`config.mk`:
```
export PLATFORM = sky130hd
export DESIGN_NAME = fifo_wr_arbiter
export DESIGN_NICKNAME = d
export VERILOG_FILES = /design/src/rtl/fifo_arb_pkg.sv /design/src/rtl/fifo_wr_arbiter_rr_pick.sv /design/src/rtl/fifo_wr_arbiter.sv
export SDC_FILE = /design/constraint.sdc
export NUM_CORES = 1
export LEC_CHECK = 0
export CAP_MARGIN = 5
export CORE_MARGIN = 5
export CORE_UTILIZATION = 30
export CTS_CLUSTER_DIAMETER = 80
export CTS_CLUSTER_SIZE = 10
export DETAILED_ROUTE_END_ITERATION = 10
export PLACE_DENSITY_LB_ADDON = 0.1
export SLEW_MARGIN = 20
export SYNTH_ARGS = -nofsm -noshare
export SYNTH_HDL_FRONTEND = slang
export SYNTH_SLANG_ARGS = --single-unit
```
`constraint.sdc`:
```
create_clock -name clk -period 4.3 [get_ports clk]
set_clock_uncertainty 0.2 [all_clocks]
set_input_delay 1.29 -clock clk [delete_from_list [all_inputs] [get_ports clk]]
set_output_delay 1.29 -clock clk [all_outputs]
set_load 0.01 [all_outputs]
```
`src/rtl/fifo_arb_pkg.sv`:
```
// Shared types and width helpers for the FIFO write-port arbiter.
package fifo_arb_pkg;

    typedef enum logic {
        IDLE  = 1'b0,
        GRANT = 1'b1
    } state_e;

    function automatic int unsigned id_w(input int unsigned num_req);
        return (num_req > 1) ? $clog2(num_req) : 1;
    endfunction

    function automatic int unsigned count_w(input int unsigned fifo_depth);
        return $clog2(fifo_depth) + 1;
    endfunction

    function automatic int unsigned burst_w(input int unsigned max_burst);
        return $clog2(max_burst) + 1;
    endfunction

endpackage

```
`src/rtl/fifo_wr_arbiter_rr_pick.sv`:
```
// Rotate-priority picker: first set request at or above rr_ptr, wrapping to the lowest set bit.
module rr_pick
    import fifo_arb_pkg::*;
#(
    parameter  int unsigned NUM_REQ = 4,
    localparam int unsigned IW      = id_w(NUM_REQ)
) (
    input  logic [NUM_REQ-1:0] req,
    input  logic [IW-1:0]      rr_ptr,
    output logic               any,
    output logic [IW-1:0]      idx
);

    logic          hi_any;
    logic [IW-1:0] hi_idx;
    logic [IW-1:0] lo_idx;

    // Scan downward so the last hit in each class is the lowest index.
    always_comb begin
        hi_any = 1'b0;
        hi_idx = '0;
        lo_idx = '0;
        for (int i = int'(NUM_REQ) - 1; i >= 0; i--) begin
            if (req[i]) begin
                lo_idx = IW'(i);
                if (IW'(i) >= rr_ptr) begin
                    hi_any = 1'b1;
                    hi_idx = IW'(i);
                end
            end
        end
    end

    assign any = |req;
    assign idx = hi_any ? hi_idx : lo_idx;

endmodule

```
`src/rtl/fifo_wr_arbiter.sv`:
```
// Round-robin, burst-granular arbiter sharing one FIFO write port among NUM_REQ producers.
module fifo_wr_arbiter
    import fifo_arb_pkg::*;
#(
    parameter  int unsigned NUM_REQ    = 4,
    parameter  int unsigned DATA_WIDTH = 8,
    parameter  int unsigned FIFO_DEPTH = 16,
    parameter  int unsigned MAX_BURST  = 4,
    localparam int unsigned IW         = id_w(NUM_REQ),
    localparam int unsigned CW         = count_w(FIFO_DEPTH),
    localparam int unsigned BW         = burst_w(MAX_BURST)
) (
    input  logic                          clk,
    input  logic                          rst_n,
    input  logic [NUM_REQ-1:0]            req_valid,
    input  logic [NUM_REQ*DATA_WIDTH-1:0] req_data,
    input  logic [NUM_REQ-1:0]            req_last,
    output logic [NUM_REQ-1:0]            req_ready,
    input  logic                          fifo_full,
    input  logic [CW-1:0]                 fifo_count,
    output logic                          fifo_wr_en,
    output logic [DATA_WIDTH-1:0]         fifo_wr_data,
    output logic                          grant_valid,
    output logic [IW-1:0]                 grant_id,
    output logic [BW-1:0]                 burst_cnt
);

    localparam logic [CW-1:0] START_THRESH = CW'(FIFO_DEPTH - MAX_BURST);
    localparam logic [BW-1:0] LAST_BEAT    = BW'(MAX_BURST - 1);
    localparam logic [IW-1:0] LAST_ID      = IW'(NUM_REQ - 1);

    state_e          state_q, state_d;
    logic [IW-1:0]   rr_ptr_q, rr_ptr_d;
    logic [IW-1:0]   grant_id_q, grant_id_d;
    logic [BW-1:0]   burst_cnt_q, burst_cnt_d;
    logic            pick_any;
    logic [IW-1:0]   pick_idx;
    logic            can_start;
    logic            beat_acc;
    logic [DATA_WIDTH-1:0] req_beat [NUM_REQ];

    for (genvar i = 0; i < NUM_REQ; i++) begin : g_unpack
        assign req_beat[i] = req_data[i*DATA_WIDTH +: DATA_WIDTH];
    end

    rr_pick #(
        .NUM_REQ (NUM_REQ)
    ) u_pick (
        .req    (req_valid),
        .rr_ptr (rr_ptr_q),
        .any    (pick_any),
        .idx    (pick_idx)
    );

    // Next-state and write-port steering.
    always_comb begin
        state_d      = state_q;
        rr_ptr_d     = rr_ptr_q;
        grant_id_d   = grant_id_q;
        burst_cnt_d  = burst_cnt_q;
        req_ready    = '0;
        fifo_wr_en   = 1'b0;
        fifo_wr_data = '0;
        beat_acc     = 1'b0;
        // Only start when a whole burst is guaranteed to fit.
        can_start    = pick_any && (fifo_count <= START_THRESH);

        case (state_q)
            IDLE: begin
                if (can_start) begin
                    state_d     = GRANT;
                    grant_id_d  = pick_idx;
                    burst_cnt_d = '0;
                end
            end
            GRANT: begin
                req_ready[grant_id_q] = !fifo_full;
                fifo_wr_data          = req_beat[grant_id_q];
                beat_acc              = req_valid[grant_id_q] && !fifo_full;
                fifo_wr_en            = beat_acc;
                if (beat_acc) begin
                    burst_cnt_d = burst_cnt_q + BW'(1);
                    if (req_last[grant_id_q] || (burst_cnt_q == LAST_BEAT)) begin
                        state_d  = IDLE;
                        rr_ptr_d = (grant_id_q == LAST_ID) ? '0 : grant_id_q + IW'(1);
                    end
                end
            end
            default: state_d = IDLE;
        endcase
    end

    always_ff @(posedge clk or negedge rst_n) begin
        if (!rst_n) begin
            state_q     <= IDLE;
            rr_ptr_q    <= '0;
            grant_id_q  <= '0;
            burst_cnt_q <= '0;
        end else begin
            state_q     <= state_d;
            rr_ptr_q    <= rr_ptr_d;
            grant_id_q  <= grant_id_d;
            burst_cnt_q <= burst_cnt_d;
        end
    end

    assign grant_valid = (state_q == GRANT);
    assign grant_id    = grant_id_q;
    assign burst_cnt   = burst_cnt_q;

endmodule
```
# ---- Word level (Yosys, flattened, before mapping)
# Cells that the tools add are included.
dict set report word_totals {
  register_bits 8
  latch_bits 0
  ram_bits 0
  mem_bits_ro 0
  input_bits 48
  output_inout_bits 19
  word_cells 71
  mem_count 0
}
dict set report classes {
  addsub 2
  n_mul 0
  div_mod_pow 0
  n_lt_le_gt_ge 8
  eq_ne 4
  shifts 0
  muxes 41
  bitwise_logic 3
  reduce_logical 9
}
# cell count
set op_table {}
lappend op_table {{2-to-1 mux 2 bit} 14}
lappend op_table {{2-to-1 mux 8 bit} 3}
lappend op_table {{binary-select mux 8 bit (select 2 bit)} 1}
lappend op_table {{2-to-1 mux 1 bit} 15}
lappend op_table {{2-to-1 mux 3 bit} 2}
lappend op_table {{case mux 3 bit (2 select lines)} 1}
lappend op_table {{less-or-equal comparator 5 x 4 -> 1 bit (second input constant)} 1}
lappend op_table {{bitwise AND 4 bit} 1}
lappend op_table {{binary-select mux 1 bit (select 2 bit)} 2}
lappend op_table {{>= comparator 1 x 2 -> 1 bit (first input constant)} 2}
lappend op_table {{>= comparator 2 bit (first input constant)} 2}
lappend op_table {{2-to-1 mux 4 bit} 1}
lappend op_table {{AND reduction 2 bit} 2}
lappend op_table {{OR reduction 4 bit} 1}
lappend op_table {{adder 3 x 1 -> 3 bit (second input constant)} 1}
lappend op_table {{== test 3 x 2 -> 1 bit (second input constant)} 1}
lappend op_table {{>= comparator 3 bit (second input constant)} 1}
lappend op_table {{logical AND 1 bit} 3}
lappend op_table {{< comparator 2 x 3 -> 1 bit (second input constant)} 1}
lappend op_table {{NOT 2 -> 3 bit} 1}
lappend op_table {{AND reduction 3 bit} 1}
lappend op_table {{adder 2 x 1 -> 2 bit (second input constant)} 1}
lappend op_table {{demux 1 bit (select 2 bit)} 1}
lappend op_table {{== test 2 bit (second input constant)} 1}
lappend op_table {{other kinds (7)} 7}

# ---- Longest topological paths before layout
# Gate-level depths: netlist of run 1.
dict set report depth {
  depth_word 10
  ltp_mapped 5
  mapped_depth_nobuf 4
}

# ---- Modules after synthesis
# Synthesis of run 1 repeated with hierarchy kept, for this count alone.
dict set report unflattened {
  hier_cells 87
  hier_area_um2 934.6
}
# mod instances cells_each area_per_inst_um2 seq_area_each_um2
set modules_own_cells {}
lappend modules_own_cells {fifo_wr_arbiter 1 74 862.1 200.2}
lappend modules_own_cells {rr_pick 1 13 72.6 0.0}

# ---- Least setup slack after synthesis of run 1
# OpenSTA, ideal clock, no wires.
dict set report synth_timing {
  path_kind {input port to output port}
  from {input req_valid[3]}
  to {output fifo_wr_en}
  arrival_ns 2.020
  required_time_ns 2.810
  path_slack_ns 0.790
  cell_stages 3
  path_buffers 1
  cell_sequence {mux4_2 > and2_1 > buf_6}
}
dict set report synth_via {
  elab_chain_len 4
}
# item line
set synth_rtl {}
lappend synth_rtl {{start: declaration} fifo_wr_arbiter.sv:15} ;# input logic [NUM_REQ-1:0] req_valid,
lappend synth_rtl {{binary-select mux 1 bit (select 2 bit)} fifo_wr_arbiter.sv:79} ;# beat_acc = req_valid[grant_id_q] && !fifo_full;
lappend synth_rtl {{2-to-1 mux 1 bit (implied by the code)} fifo_wr_arbiter.sv:79}
lappend synth_rtl {{logical AND 1 bit} fifo_wr_arbiter.sv:79}
lappend synth_rtl {{2-to-1 mux 1 bit} fifo_wr_arbiter.sv:68} ;# case (state_q)
lappend synth_rtl {{end: declaration} fifo_wr_arbiter.sv:21} ;# output logic fifo_wr_en,
# No other way between the ends. The select of a mux whose other input is x is not followed.

# ---- Worst setup path in the final report of run 1
dict set report layout_timing {
  from {input req_data[29]}
  to {output fifo_wr_data[5]}
}
dict set report layout_via {
  elab_chain_len 4
}
# item line
set layout_rtl {}
lappend layout_rtl {{start: declaration} fifo_wr_arbiter.sv:16} ;# input logic [NUM_REQ*DATA_WIDTH-1:0] req_data,
lappend layout_rtl {{binary-select mux 8 bit (select 2 bit)} fifo_wr_arbiter.sv:78} ;# fifo_wr_data = req_beat[grant_id_q];
lappend layout_rtl {{2-to-1 mux 8 bit (implied by the code) (2 in a row)} fifo_wr_arbiter.sv:78}
lappend layout_rtl {{2-to-1 mux 8 bit} fifo_wr_arbiter.sv:68}
lappend layout_rtl {{end: declaration} fifo_wr_arbiter.sv:22} ;# output logic [DATA_WIDTH-1:0] fifo_wr_data,
# No other way between the ends. The select of a mux whose other input is x is not followed.

==> results of run 1 <==
==> routing by layer <==
layer / global-route usage / up-vias / share of wire
met2: 0.245 / 35 / 0.52
met4: 0.0371 / 0 / 0.011
met3: 0.0324 / 4 / 0.063
li1: - / 412 / -
met5: 0 / - / 0
met1: 0.158 / 405 / 0.40
==> metrics by stage <==
step	worst slack (ns)	cell area, um2	TNS [ns]	utilization
2_1_floorplan	0.790	836	0	-
3_3_place_gp	-0.0585	1550	-0.0585	0.572
3_5_place_dp	-0.0578	1550	-0.0578	0.572
4_1_cts	0.0124	1570	0	0.579
5_1_grt	0.00418	1580	0	0.583
6_report	0.0327	1580	0	0.583
==> cell type report <==
type,count,area share
tap,31,0.0246
timing repair buffer,71,0.447
clock buffer,3,0.0143
sequential,8,0.127
multi-input combinational,54,0.378
inverter,4,0.00951
==> logic make-up (layout without fill, tap and decap cells) <==
logic type,count (synthesis),in the layout
buf+inv,8,78
fa+ha+maj,6,6
mux,15,15
simple gates,22,22
compound gates,11,11
flops,8,8
==> cells in the mapped netlist <==
cell type                   number  area (um2)
sky130_fd_sc_hd__a22o_1          2        17.5
sky130_fd_sc_hd__a21oi_1         1        5.00
sky130_fd_sc_hd__nor4_1          2        12.5
sky130_fd_sc_hd__buf_6           1        11.3
sky130_fd_sc_hd__o21a_1          1        7.51
sky130_fd_sc_hd__clkbuf_1        2        7.51
sky130_fd_sc_hd__mux2_4          2        30.0
sky130_fd_sc_hd__ha_1            6        75.1
sky130_fd_sc_hd__mux2_2          2        22.5
sky130_fd_sc_hd__nand2b_1        2        12.5
sky130_fd_sc_hd__a2bb2oi_1       1        8.76
sky130_fd_sc_hd__nor3_1          1        5.00
sky130_fd_sc_hd__mux2i_1         1        10.0
sky130_fd_sc_hd__nor2_2          1        6.26
sky130_fd_sc_hd__a221oi_1        1        8.76
sky130_fd_sc_hd__dfrtp_1         8         200
sky130_fd_sc_hd__nor2_1          1        3.75
sky130_fd_sc_hd__o211a_1         1        10.0
sky130_fd_sc_hd__o21ai_4         1        16.3
sky130_fd_sc_hd__buf_2           1        5.00
sky130_fd_sc_hd__nor2b_1         2        12.5
sky130_fd_sc_hd__mux4_1          2        52.6
sky130_fd_sc_hd__mux4_2          8         180
sky130_fd_sc_hd__inv_1           4        15.0
sky130_fd_sc_hd__and2_1         13        81.3
sky130_fd_sc_hd__o221ai_1        1        8.76
sky130_fd_sc_hd__o21ai_0         2        10.0
==> critical path: stages <==
cell	delay, ns
sky130_fd_sc_hd__clkdlybuf4s50_1	0.39
sky130_fd_sc_hd__mux4_2	0.45
sky130_fd_sc_hd__and2_1	0.16
sky130_fd_sc_hd__clkdlybuf4s50_1	0.48
==> timing repair <==
| action | CTS | global route |
|---|---|---|
| gates resized for setup | 2 | 4 |
| buffers inserted | 0 | 0 |
| hold buffers | 0 | 0 |
| endpoints found under the setup margin | 2 | 4 |
==> state kept, by name (all words and copies together), names as in the netlist <==
name,cells
burst_cnt,3
grant_id,2
rr_ptr_q,2
grant_valid,1
==> power by group through the flow <==
stage | Combinational (mW) | Clock (mW) | Sequential [mW]
after floorplan | 0.330 | 0 | 0.160
after global placement | 0.545 | 0 | 0.206
after detailed placement | 0.551 | 0 | 0.205
after CTS | 0.547 | 0.0563 | 0.204
after global routing | 0.573 | 0.0623 | 0.215
final | 0.533 | 0.0527 | 0.200
==> worst paths after layout <==
check                                          from                  endpoint  cells past startpoint
setup / recovery                       req_data[29]           fifo_wr_data[5]                      4
hold / removal             burst_cnt[2]$_DFFE_PN0P_  burst_cnt[2]$_DFFE_PN0P_                      1
setup reg to reg            grant_id[0]$_DFFE_PN0P_   rr_ptr_q[0]$_DFFE_PN0P_                      5
hold reg to reg            burst_cnt[2]$_DFFE_PN0P_  burst_cnt[2]$_DFFE_PN0P_                      1
max in group asynchronous                     rst_n   rr_ptr_q[0]$_DFFE_PN0P_                      1
min in group asynchronous                     rst_n  burst_cnt[2]$_DFFE_PN0P_                      1
==> impl_metrics.json, run 1 <==
{
  "status": "complete, no violations",
  "die-area_mm2": 0.00394,
  "cp.required_ns": 2.81,
  "worst_slew_pin_slew_ns": 0.759,
  "synthesis.area_per_instance_um2": 11.9,
  "rrSetupSlack_ns": 1.81,
  "place_hpwl_um": 2310,
  "drt-pass1-iter-count": 4,
  "totalWireLength_um": 2680,
  "wl_per_cell_um": 15.7,
  "finalCriticalPeriod_ns": 4.27,
  "std_cell_rows": 19,
  "drt_iter0_drc": 18,
  "tritoncts": "yes",
  "grt_pass1_wl_um": 4370,
  "boundaryPins": 67,
  "portBuffers": 66,
  "post_layout_nonfiller_instances": 171,
  "compound_gate_portion_of_the_synthesized_area": 0.111,
  "worst_skew_pair.late_latency_ns": 0.24,
  "layout.area.seq_um2": 200,
  "dominant_combinational_cell_family_by_area_after_synthesis": "multiplexers",
  "layout_commonest_cell": "sky130_fd_sc_hd__clkdlybuf4s50_1",
  "fill_cells": 250,
  "path_max_fanout": 1,
  "synth_cell_type_count": 27,
  "timing.setup.critical_path_class": "in -> out",
  "finish.net_count": 196,
  "num_antenna_cells": 0,
  "yosys.area_share.adder": 0.0898,
  "synth-seq-area-share": 0.240,
  "mappedNetlistArea_um2": 836,
  "share_seq_of_total_power": 0.255,
  "vdd_drop_max_mv": 0.340,
  "num_vias": 856,
  "total_number_of_clock_tree_sinks": 8,
  "hold_viol_final": 0,
  "leakage_nw": 0.687,
  "setup-violations-final": 0,
  "critPathLaunchType": "input port",
  "post-layout-total-power_mw": 0.786,
  "cts_made_buffers": 3,
  "cts_buffer_depth": 2,
  "footprint_of_the_multi_input_gates_um2": 597,
  "route.antenna.remaining_nets": 0,
  "final_min_period_over_clock_period": 0.992,
  "syn-instance-count": 70,
  "area_delta_synth_final_pct": 88.9,
  "gp_congestion": 0.857,
  "pwr_density_cell_mw_per_mm2": 497,
  "final-max-slew-violation-count": 0,
  "proportion_of_synthesized_area_in_mux_cells": 0.353,
  "cellInternalPower_mw": 0.498,
  "hold_path_class": "reg -> reg",
  "yosysWarningCount": 0,
  "fp.dieW_um": 62.8,
  "clock_tree.root_cell": "sky130_fd_sc_hd__clkbuf_4",
  "first_global_vias": 892,
  "initial_core_util": 0.308,
  "fmax_ghz": 0.234,
  "overflow": 0,
  "power.share.clock": 0.067,
  "combPwrFrac": 0.678,
  "layout.cells.most_common_list": "60 x sky130_fd_sc_hd__clkdlybuf4s50_1, 13 x sky130_fd_sc_hd__and2_1, 8 x sky130_fd_sc_hd__mux4_2, 8 x sky130_fd_sc_hd__dfrtp_1, 6 x sky130_fd_sc_hd__ha_1",
  "yosys_register_bits": 8,
  "cts-htree-levels": 1,
  "finalHoldWorstSlack_ns": 0.334,
  "cap_viol_max_count": 0,
  "drive_above_1_share": 0.157,
  "switching_share": 0.366,
  "coreArea_mm2": 0.00271,
  "cp.arrival_ns": 2.78,
  "grtUsageTotal": 0.136,
  "die_height_um": 62.8,
  "p_switching_mw": 0.287,
  "path_clk_slew_ns": 0.05,
  "setup_repair_after_global_routing_missed_its_margin": "false",
  "numPlacedInstances": 168,
  "synth_simple_gate_area_frac": 0.160,
  "worst_setup_path_end_kind": "output pin",
  "grt_antenna_before_repair": 0,
  "via_per_inst": 5.01,
  "synth.net_count": 124,
  "post-route-drc-count": 0,
  "grt_start_max_net_pins": 17,
  "post_synth_xor_area_fraction": 0,
  "timing.slew.headroom": 0.494
}
Power figures use the tool's default switching activity.
==> run 2, diff against run 1 <==
--- a/config.mk
+++ b/config.mk
@@ -7,8 +7,8 @@
 export LEC_CHECK = 0
 export CAP_MARGIN = 5
 export CORE_MARGIN = 5
-export CORE_UTILIZATION = 30
-export CTS_CLUSTER_DIAMETER = 80
+export CORE_UTILIZATION = 35
+export CTS_CLUSTER_DIAMETER = 40
 export CTS_CLUSTER_SIZE = 10
 export DETAILED_ROUTE_END_ITERATION = 10
 export PLACE_DENSITY_LB_ADDON = 0.1
@@ -16,3 +16,4 @@
 export SYNTH_ARGS = -nofsm -noshare
 export SYNTH_HDL_FRONTEND = slang
 export SYNTH_SLANG_ARGS = --single-unit
+export TNS_END_PERCENT = 5
==> run 2 against run 1 <==
- global-route usage up 3.5 points
- die area decreased by 12%
- register-to-register slack got worse by 0.03 ns
- sequential share of layout area about the same
- critical endpoint is now fifo_wr_data[3]
- largest power group unchanged
==> impl_metrics.json, run 2 (synthesis results as in run 1) <==
{
  "overflow": 0,
  "vdd_drop_max_mv": 0.422,
  "cp.arrival_ns": 2.77,
  "drt-pass1-iter-count": 4,
  "cts-htree-levels": 1,
  "grt_start_max_net_pins": 17,
  "worst_slew_pin_slew_ns": 0.826,
  "initial_core_util": 0.371,
  "tritoncts": "yes",
  "place_hpwl_um": 2380,
  "hold_path_class": "reg -> reg",
  "timing.critical_path.from": "req_data[27]",
  "cellInternalPower_mw": 0.496,
  "rrSetupSlack_ns": 1.78,
  "cpLargestDelayFamily": "buffers and inverters",
  "drive_above_1_share": 0.157,
  "cp-endpoint": "fifo_wr_data[3]",
  "cpMostUsedCell": "sky130_fd_sc_hd__clkdlybuf4s50_1",
  "final_min_period_over_clock_period": 0.991,
  "finish.net_count": 196,
  "grt_pass1_wl_um": 4590,
  "cts_made_buffers": 3,
  "layout_commonest_cell": "sky130_fd_sc_hd__clkdlybuf4s50_1",
  "critPathLaunchType": "input port",
  "cts.hold.buffers_added": 0,
  "clock_tree.root_cell": "sky130_fd_sc_hd__clkbuf_4",
  "die_height_um": 58.9,
  "numPlacedInstances": 165,
  "coreArea_mm2": 0.00225,
  "post-place-ws_ns": -0.0760,
  "setup-violations-final": 0,
  "cts_buffer_depth": 2,
  "num_antenna_cells": 0,
  "post-route-util": 0.703,
  "totalWireLength_um": 2960,
  "hold_path.startpoint": "burst_cnt[1]$_DFFE_PN0P_",
  "crit_chain": "clkdlybuf4s50_1, mux4_2, and2_1, clkdlybuf4s50_1",
  "timing.setup.critical_path_class": "in -> out",
  "postLayoutCellArea_mm2": 0.00158,
  "fill_cells": 188,
  "cell_with_the_largest_stage_delay_on_the_worst_path": "sky130_fd_sc_hd__clkdlybuf4s50_1",
  "final-max-slew-violation-count": 0,
  "fin_setup_tns_ns": 0,
  "pwr_density_cell_mw_per_mm2": 503,
  "std_cell_rows": 17,
  "boundaryPins": 67,
  "area_delta_synth_final_pct": 89.5,
  "grtUsageTotal": 0.171,
  "route.antenna.remaining_nets": 0,
  "switching_share": 0.377,
  "worst_slack_setup_final_ns": 0.0366,
  "critical-path-max-stage-delay_ns": 0.47,
  "combPwrFrac": 0.673,
  "timing.slew.headroom": 0.445,
  "path_clk_slew_ns": 0.06,
  "drt_iter0_drc": 19,
  "grt_antenna_before_repair": 0,
  "worstReg2RegStart": "grant_id[0]$_DFFE_PN0P_",
  "post-route-drc-count": 0,
  "hold_viol_final": 0,
  "p_switching_mw": 0.300,
  "fmax_ghz": 0.235,
  "power.share.clock": 0.073,
  "cp.required_ns": 2.81,
  "num_vias": 883,
  "worst_r2r_path_depth": 5,
  "fp.dieW_um": 58.9,
  "portBuffers": 66,
  "placement.cell_area_mm2": 0.00155,
  "finalCriticalPeriod_ns": 4.26,
  "gp_congestion": 0.769,
  "first_global_vias": 913,
  "crit_buf_inv": 2,
  "status": "complete, no violations",
  "worst_setup_path_end_kind": "output pin",
  "die-area_mm2": 0.00347,
  "reg_to_reg_end": "rr_ptr_q[0]$_DFFE_PN0P_",
  "largest_reg_flops": 3,
  "cap_viol_max_count": 0,
  "wl_per_cell_um": 17.6,
  "leakage_nw": 0.719,
  "total_number_of_clock_tree_sinks": 8,
  "worst_skew_pair.late_latency_ns": 0.26,
  "cp_num_cells": 4,
  "path_max_fanout": 1,
  "via_per_inst": 5.26,
  "layout.cells.most_common_list": "58 x sky130_fd_sc_hd__clkdlybuf4s50_1, 13 x sky130_fd_sc_hd__and2_1, 8 x sky130_fd_sc_hd__mux4_2, 8 x sky130_fd_sc_hd__dfrtp_1, 7 x sky130_fd_sc_hd__dlymetal6s2s_1",
  "post_layout_nonfiller_instances": 168,
  "share_seq_of_total_power": 0.254,
  "postCtsSetupRepairBufs": 0,
  "setup_repair_after_global_routing_missed_its_margin": "false"
}
-- run 2: changes by cell type in the layout (fill, tap and decap cells not counted), sizes merged --
cell / change
dlymetal6s2s: +3
clkdlybuf4s50: -2
dlygate4sd2: -1
-- run 2: cell type report --
cell class	instances	area, um2	share of cell area
repair buffers	71	714	0.451
inverters	4	15.0	0.00948
flip-flops and latches	8	200	0.126
multi-input cells	54	597	0.377
clock buffers	3	22.5	0.0142
well taps	28	35.0	0.0221
-- run 2: through the flow --
stage | hold WS [ns] | power, mW
5_1_grt | 0.371 | 0.863
3_3_place_gp | 0.316 | 0.740
6_report | 0.343 | 0.796
4_1_cts | 0.340 | 0.820
3_5_place_dp | 0.315 | 0.759
2_1_floorplan | 0.327 | 0.490
-- run 2: how the worst min path moves through the flow --
stage          cells past startpoint                        to
2_1_floorplan                      1   rr_ptr_q[0]$_DFFE_PN0P_
3_3_place_gp                       1  burst_cnt[1]$_DFFE_PN0P_
3_5_place_dp                       1  burst_cnt[1]$_DFFE_PN0P_
4_1_cts                            1  burst_cnt[1]$_DFFE_PN0P_
5_1_grt                            1  burst_cnt[1]$_DFFE_PN0P_
6_report                           1  burst_cnt[1]$_DFFE_PN0P_
-- run 2: metal layers --
layer	track usage	part of all wire	vias to the layer above
met5	0	0	-
met4	0.0518	0.011	0
met3	0.0307	0.096	6
met2	0.284	0.48	53
met1	0.224	0.41	416
li1	-	-	408
-- run 2: repair_timing --
item,CTS,global route
resized for setup,1,7
endpoints found under the setup margin,1,7
pin swaps,0,0
-- run 2: power by group through the flow --
stage	clock [mW]	combinational [mW]	sequential [mW]
after floorplan	0	0.330	0.160
after global placement	0	0.539	0.201
after detailed placement	0	0.552	0.207
after CTS	0.0606	0.554	0.205
after global routing	0.0644	0.582	0.216
final	0.0580	0.536	0.202
